### src/rtl/spi_master.sv
// SPI master: one start pulse runs one LSB-first full-duplex word transfer.
// SCK is CLK_DIV system clocks per half-period; all outputs are registered.
module spi_master #(
    parameter int unsigned DATA_LENGTH = 8,
    parameter int unsigned CPOL        = 0,
    parameter int unsigned CPHA        = 0,
    parameter int unsigned CLK_DIV     = 2
) (
    input  logic                   clk,
    input  logic                   rst,
    input  logic                   start,
    input  logic [DATA_LENGTH-1:0] data_in,
    input  logic                   MISO,
    output logic                   SS,
    output logic                   SCK,
    output logic                   MOSI,
    output logic [DATA_LENGTH-1:0] data_out,
    output logic                   busy,
    output logic                   done
);

    localparam int unsigned DW = (CLK_DIV > 1) ? $clog2(CLK_DIV) : 1;
    localparam int unsigned EW = $clog2(2 * DATA_LENGTH);
    localparam logic [DW-1:0] DIV_LAST  = DW'(CLK_DIV - 1);
    localparam logic [EW-1:0] EDGE_LAST = EW'(2 * DATA_LENGTH - 1);
    localparam logic          IDLE_SCK  = 1'(CPOL);
    localparam logic          PHA       = (CPHA != 0);

    typedef enum logic [2:0] {StIdle, StSetup, StXfer, StHold, StGap} state_e;

    state_e                 state_q, state_d;
    logic [DW-1:0]          div_q, div_d;
    logic [EW-1:0]          edge_q, edge_d;
    logic [DATA_LENGTH-1:0] tx_q, tx_d;
    logic [DATA_LENGTH-1:0] rx_q, rx_d;
    logic                   ss_q, ss_d;
    logic                   sck_q, sck_d;
    logic                   mosi_q, mosi_d;
    logic [DATA_LENGTH-1:0] data_out_q, data_out_d;
    logic                   busy_q, busy_d;
    logic                   done_q, done_d;

    logic                   div_wrap;
    logic                   edge_fire;
    logic [EW-1:0]          edge_idx;
    logic                   is_leading;
    logic                   is_sample;

    always_ff @(posedge clk) begin
        if (rst) begin
            state_q    <= StIdle;
            div_q      <= '0;
            edge_q     <= '0;
            tx_q       <= '0;
            rx_q       <= '0;
            ss_q       <= 1'b1;
            sck_q      <= IDLE_SCK;
            mosi_q     <= 1'b0;
            data_out_q <= '0;
            busy_q     <= 1'b0;
            done_q     <= 1'b0;
        end else begin
            state_q    <= state_d;
            div_q      <= div_d;
            edge_q     <= edge_d;
            tx_q       <= tx_d;
            rx_q       <= rx_d;
            ss_q       <= ss_d;
            sck_q      <= sck_d;
            mosi_q     <= mosi_d;
            data_out_q <= data_out_d;
            busy_q     <= busy_d;
            done_q     <= done_d;
        end
    end

    always_comb begin
        state_d    = state_q;
        div_d      = div_q;
        edge_d     = edge_q;
        tx_d       = tx_q;
        rx_d       = rx_q;
        ss_d       = ss_q;
        sck_d      = sck_q;
        mosi_d     = mosi_q;
        data_out_d = data_out_q;
        busy_d     = busy_q;
        done_d     = 1'b0;
        edge_fire  = 1'b0;
        edge_idx   = edge_q;
        div_wrap   = (div_q == DIV_LAST);

        case (state_q)
            StIdle: begin
                ss_d   = 1'b1;
                sck_d  = IDLE_SCK;
                mosi_d = 1'b0;
                busy_d = 1'b0;
                div_d  = '0;
                edge_d = '0;
                if (start) begin
                    rx_d    = '0;
                    ss_d    = 1'b0;
                    busy_d  = 1'b1;
                    state_d = StSetup;
                    // CPHA=0 presents bit 0 before the first edge, so tx holds the rest
                    if (PHA) begin
                        tx_d   = data_in;
                        mosi_d = 1'b0;
                    end else begin
                        tx_d   = data_in >> 1;
                        mosi_d = data_in[0];
                    end
                end
            end
            StSetup: begin
                if (div_wrap) begin
                    div_d     = '0;
                    edge_d    = '0;
                    edge_idx  = '0;
                    edge_fire = 1'b1;
                    sck_d     = ~sck_q;
                    state_d   = StXfer;
                end else begin
                    div_d = div_q + 1'b1;
                end
            end
            StXfer: begin
                if (div_wrap) begin
                    div_d = '0;
                    if (edge_q == EDGE_LAST) begin
                        sck_d   = IDLE_SCK;
                        state_d = StHold;
                    end else begin
                        edge_idx  = edge_q + 1'b1;
                        edge_d    = edge_idx;
                        edge_fire = 1'b1;
                        sck_d     = ~sck_q;
                    end
                end else begin
                    div_d = div_q + 1'b1;
                end
            end
            StHold: begin
                if (div_wrap) begin
                    div_d      = '0;
                    ss_d       = 1'b1;
                    data_out_d = rx_q;
                    done_d     = 1'b1;
                    busy_d     = 1'b0;
                    state_d    = StGap;
                end else begin
                    div_d = div_q + 1'b1;
                end
            end
            StGap: begin
                if (div_wrap) begin
                    div_d   = '0;
                    state_d = StIdle;
                end else begin
                    div_d = div_q + 1'b1;
                end
            end
            default: state_d = StIdle;
        endcase

        // Even edge indices move SCK away from its idle level
        is_leading = ~edge_idx[0];
        is_sample  = PHA ? ~is_leading : is_leading;
        if (edge_fire) begin
            if (is_sample) begin
                rx_d = {MISO, rx_q[DATA_LENGTH-1:1]};
            end else if (PHA || (edge_idx != EDGE_LAST)) begin
                mosi_d = tx_q[0];
                tx_d   = tx_q >> 1;
            end
        end
    end

    assign SS       = ss_q;
    assign SCK      = sck_q;
    assign MOSI     = mosi_q;
    assign data_out = data_out_q;
    assign busy     = busy_q;
    assign done     = done_q;

endmodule

### config.mk
export PLATFORM = sky130hd
export DESIGN_NAME = spi_master
export DESIGN_NICKNAME = d
export VERILOG_FILES = /design/src/rtl/spi_master.sv
export SDC_FILE = /design/constraint.sdc
export NUM_CORES = 1
export LEC_CHECK = 0
export CAP_MARGIN = 10
export CORE_ASPECT_RATIO = 1.25
export CORE_MARGIN = 2
export CORE_UTILIZATION = 50
export CTS_CLUSTER_DIAMETER = 50
export DETAILED_ROUTE_END_ITERATION = 8
export PLACE_DENSITY_LB_ADDON = 0.12
export SYNTH_ARGS = -nofsm -noshare
export SYNTH_HDL_FRONTEND = slang
export SYNTH_SLANG_ARGS = --single-unit
### constraint.sdc
create_clock -name clk -period 2.1 [get_ports clk]
set_input_delay 0.21 -clock clk [delete_from_list [all_inputs] [get_ports clk]]
set_output_delay 0.21 -clock clk [all_outputs]
set_load 0.005 [all_outputs]
---- Yosys cells after proc, flatten, opt, wreduce, memory -nomap -nowiden ----
Cells that the tools add are included.
cells by class
  add/subtract/negate cells ............... 2
  equality and inequality tests ........... 12
  muxes and demuxes ....................... 42
  bitwise logic cells ..................... 2
  reductions and logical operators ........ 10
operators with widths
  cell                   count
  $mux W8                9
  $mux W3                6
  $mux W1                16
  $pmux W3 S5            1
  $mux W4                3
  $ne A2 B2 Y1 const B   6
  $pmux W4 S3            1
  $pmux W1 S2            4
  $pmux W4 S2            1
  $eq A3 B2 Y1 const B   2
  $reduce_and A6 Y1      1
  $add A4 B1 Y4 const B  1
  $eq A4 B4 Y1 const B   1
  $ne A4 B4 Y1 const B   1
  $reduce_and A2 Y1      2
  $reduce_bool A2 Y1     2
  $reduce_or A4 Y1       1
  $eq A3 B1 Y1 const B   1
  $eq A3 B3 Y1 const B   1
  $logic_not A3 Y1       1
  $pmux W1 S3            1
  $reduce_and A3 Y1      1
  $reduce_bool A3 Y1     1
  $not A1 Y1             2
  2 further kinds        2
storage, ports and cells
  bits in registers ....................... 37
  input port bits ......................... 12
  logic and storage cells ................. 79

---- Depth between registers and ports, before layout ----
  depth after elaboration ................. 8
  mapped depth ............................ 7
  gate-level depth less buffers ........... 5

---- Worst setup path after synthesis ----
No wires, ideal clock.
  kind .................................... register to register
  start ................................... register edge_q[0]
  end ..................................... register mosi_q (netlist: MOSI)
  setup time .............................. 0.121 ns
  arrival ................................. 1.663 ns
  slack ................................... 0.316 ns
  cell stages (with the launch flop) ...... 7
  path buffers ............................ 1
  period minus slack after synthesis ...... 1.784 ns
  cell sequence ........................... dfxtp_1 > ha_1 > nand4bb_1 > a221oi_4 > a211o_1 > buf_4 > mux2_4
on the way
  longest elaborated chain between the ends .. 8
  elaborated cells on any way between the ends .. 13
  classes of those cells .................. add/sub: 1; eq/ne: 2; mux: 10
ends and longest elaborated chain
  element                                               line      text
  start: declaration                                    33        logic [EW-1:0] edge_q, edge_d;
  start signal: assignment                              65        edge_q <= edge_d;
  $add A4 B1 Y4 / $eq A4 B4 Y1 (equally long branches)  135, 131
  $mux W4 (2 in series)                                 n/a
  $pmux W4 S2                                           93        case (state_q)
  $ne A4 B4 Y1                                          173       end else if (PHA || (edge_idx != EDGE_LAST)) begin
  $mux W1                                               173
  $mux W1                                               171       if (is_sample) begin
  $mux W1 (*)                                           170       if (edge_fire) begin
  end signal: assignment                                70        mosi_q <= mosi_d;
  end: declaration                                      38        logic mosi_q, mosi_d;
Every way passes the cells marked *; elsewhere a longest branch is shown, timed or not.
A chain may end at the register's enable or synchronous reset.

---- Worst setup path after layout ----
  start ................................... register edge_q[1]
  end ..................................... register tx_q[5]
on the way
  longest elaborated chain between the ends .. 8
  elaborated cells on any way between the ends .. 13
  classes of those cells .................. add/sub: 1; eq/ne: 2; mux: 10
ends and longest elaborated chain
  element                                               line      text
  $add A4 B1 Y4 / $eq A4 B4 Y1 (equally long branches)  135, 131
  $mux W4 (2 in series)                                 n/a
  $pmux W4 S2                                           93
  $ne A4 B4 Y1                                          173
  $mux W8                                               173
  $mux W8                                               171
  $mux W8 (*)                                           170
  end signal: assignment                                66        tx_q <= tx_d;
  end: declaration                                      34        logic [DATA_LENGTH-1:0] tx_q, tx_d;
Marks and branches as above.

==> flow_summary.yaml <==
placement:
  place_hpwl_um: 2820
  gp_congestion: 0.830
  pre_cts_ws_ns: 0.199
  dp.cells: 265
  port_buffers: 24
die:
  placementRows: 24
  ios: 25
  die_w_um: 58.0
  start_util_pct: 52.4
  die_h_um: 71.6
  core_area_um2: 3480
  dieArea_um2: 4150
timing:
  rsz0062_at_grt: "false"
  tightest_slew_ns: 0.561
  finalSetupViolations: 0
  fin_crit_sh_pct: 88.2
  drv_slew: 0
  fin_ws_ns: 0.248
  fin_tns_setup_ns: 0
  hold_viol_final: 0
  fmax_ghz: 0.540
  max_slew_margin_pct: 62.5
  min_period_ns: 1.85
  finalClockSkew_ns: 0.00654
worst_setup_path:
  rr_startpoint: "edge_q[1]"
  r2r_cells: 6
  cp-startpoint: "edge_q[1]"
  worstSetupStartpointType: "flop"
  rrSetupSlack_ns: 0.25
  r2r-end: "tx_q[5]"
  worstPathArrival_ns: 2.05
  crit_path_end_kind: "flop"
  crit_fanout: 7
  required_ns: 2.30
  crit_type: "reg -> reg"
global_routing:
  gr-total-overflow: 0
  grt_pass1_vias: 1493
  grt_pass1_wl_um: 6780
  grt_max_degree: 21
  grtUsageTotal_pct: 20.8
  antenna_found_initial: 0
final_layout:
  final_cell_count_no_fill: 272
  n_antenna_cell: 0
  multi_input_area_um2: 988
  finalNetCount: 246
  area_growth_pct: 20.8
  post_route_cells_drive_above_1_share_pct: 12.4
  ff_latch_area_um2: 741
  fillerInstances: 311
synth:
  synthArstFlopShare_pct: 0
  synth_top_area_share_pct: 40.6
  syn_nets: 219
  synthFlopType: "dfxtp_1"
  synth-edff-count: 0
  synth_area_leaders: "dfxtp_1 41%, a21oi_1 4.9%, mux2i_1 4.4%"
  synth-seq-area-share_pct: 40.6
  syn_area_um2: 1830
  syn_inst: 206
  synth-seq-cells: 37
  syn_avg_cell_area_um2: 8.86
  synth_warnings: 0
  synth_cell_types: 40
  yosysTopAreaCell: "dfxtp_1"
clock_network:
  cts-resized-gates: 0
  cts_hold_buffers: 0
  clk_latency_ns: 0.28
  post_cts_buffers: 0
  clock-sinks: 37
  cts_tree: "done"
  clock_path_buffers: 2
  cts_max_level: 2
  numCtsBuffers: 5
  clk_pin_slew_ns: 0.07
  ctsRootBufferMaster: "clkbuf_8"
route:
  first_pass_iters: 4
  drt_iter0_drc: 47
  via_per_inst: 5.87
  vias: 1596
  ant_nets: 0
  finalWirelength_um: 3800
  drc: 0
  avgRoutedWirePerCell_um: 14.0
power:
  comb_power_share_pct: 12.4
  cellLeakagePower_nw: 0.781
  p_sw_share_pct: 24.0
  ir_drop_uv: 547
  p_sw_uw: 339
  pwr-share-clk_pct: 35.1
  powerDensity_nw_per_um2: 640
  sequentialPowerShare_pct: 52.5
  intPower_mw: 1.07
hold_path:
  worst_hold_path_type: "reg -> reg"
  hold_end: "data_out[3]"
  hold_depth: 2
  min-delay-start: "data_out[3]"
run_status:
  status: "finished, final reports clean"
job:
  maxCapViolations: 0
==> sequential cells by signal, indices dropped and copies added, names as in the netlist <==
name and cells:
MOSI 1, SCK 1, SS 1, busy 1
data_out 8, div_q 1, done 1, edge_q 4
rx_q 8, state_q 3, tx_q 8
==> worst max-delay path, stage by stage, from the launching register on <==
cell	delay, ns
dfxtp_1	0.35
ha_1	0.27
nand4b_1	0.13
a21o_1	0.26
a211o_1	0.37
buf_4	0.18
a211oi_1	0.21
==> worst max path at each step <==
stage / end / slack [ns]
final: tx_q[5] / 0.25
after CTS: tx_q[2] / 0.25
after global routing: tx_q[5] / 0.02
after global placement: tx_q[2] / 0.25
after detailed placement: tx_q[5] / 0.20
after floorplan: MOSI / 0.32
==> area by class of cell <==
type | instances | area share (%)
clock buffers | 6 | 3.74
clock inverters | 1 | 0.340
inverters | 2 | 0.340
multi-input cells | 151 | 44.8
flip-flops and latches | 37 | 33.6
well taps | 39 | 2.21
repair buffers | 36 | 15.0
==> per-stage QoR <==
step	instance area (µm²)	total power, mW	hold slack [ns]	util (%)
detailed placement	2120	0.930	0.446	60.7
floorplan	1830	0.871	0.368	-
finish	2210	1.41	0.456	63.3
CTS	2210	1.43	0.455	63.3
global route	2210	1.48	0.474	63.3
global placement	2120	0.927	0.439	60.7
==> layer usage <==
metal / wire length [µm] / track usage (%) / vias up
met4: 57 / 6.20 / 0
li1: - / - / 803
met1: 1560 / 24.9 / 745
met3: 180 / 3.97 / 6
met5: 0 / 0 / -
met2: 2000 / 37.0 / 42
==> kinds of logic after synthesis <==
logic type	synth area share [%]
XOR/XNOR	0.480
AO/OA/AOI/OAI	21.0
AND/OR/NAND/NOR	25.9
buffers and inverters	5.28
flip-flops	40.6
adder cells (fa/ha/maj)	0.685
multiplexers	6.03
==> synthesized netlist by cell type, drive strengths merged (2+ instances only) <==
| master | number |
|---|---|
| nor3 | 5 |
| or2 | 2 |
| nand2 | 20 |
| dfxtp | 37 |
| o31ai | 2 |
| a21oi | 18 |
| o21ai | 12 |
| nand3b | 5 |
| nand3 | 10 |
| a21o | 2 |
| buf | 9 |
| nor2b | 8 |
| and3 | 3 |
| nand4b | 6 |
| nor2 | 7 |
| mux2i | 8 |
| inv | 2 |
| clkbuf | 7 |
| a2111oi | 6 |
| o211ai | 2 |
| mux2 | 2 |
| nand2b | 11 |
| a211oi | 8 |
==> placed cells by master, fill, tap and decap left out, drive strengths merged, types with 2 or more instances in the layout <==
master         netlist  final
mux2i                8      8
nor2b                8      8
nor2                 7      7
dfxtp               37     37
nand3               10     10
inv                  2      2
o31ai                2      2
buf                  9     12
nand3b               5      5
a21oi               18     18
or2                  2      2
a2111oi              6      6
and3                 3      3
o21ai               12     12
o211ai               2      2
a21o                 2      2
mux2                 2      2
a211oi               8      8
nand2               20     20
clkbuf               7      6
clkdlybuf4s50        0     24
nand4b               6      6
nor3                 5      5
nand2b              11     11
==> power by group through the flow <==
stage / Sequential (mW) / Clock, mW / Combinational (mW)
2_1_floorplan: 0.747 / 0 / 0.124
3_3_place_gp: 0.756 / 0 / 0.171
3_5_place_dp: 0.756 / 0 / 0.174
4_1_cts: 0.741 / 0.512 / 0.176
5_1_grt: 0.745 / 0.541 / 0.192
6_report: 0.741 / 0.496 / 0.174
(Power assumes the default switching activity.)
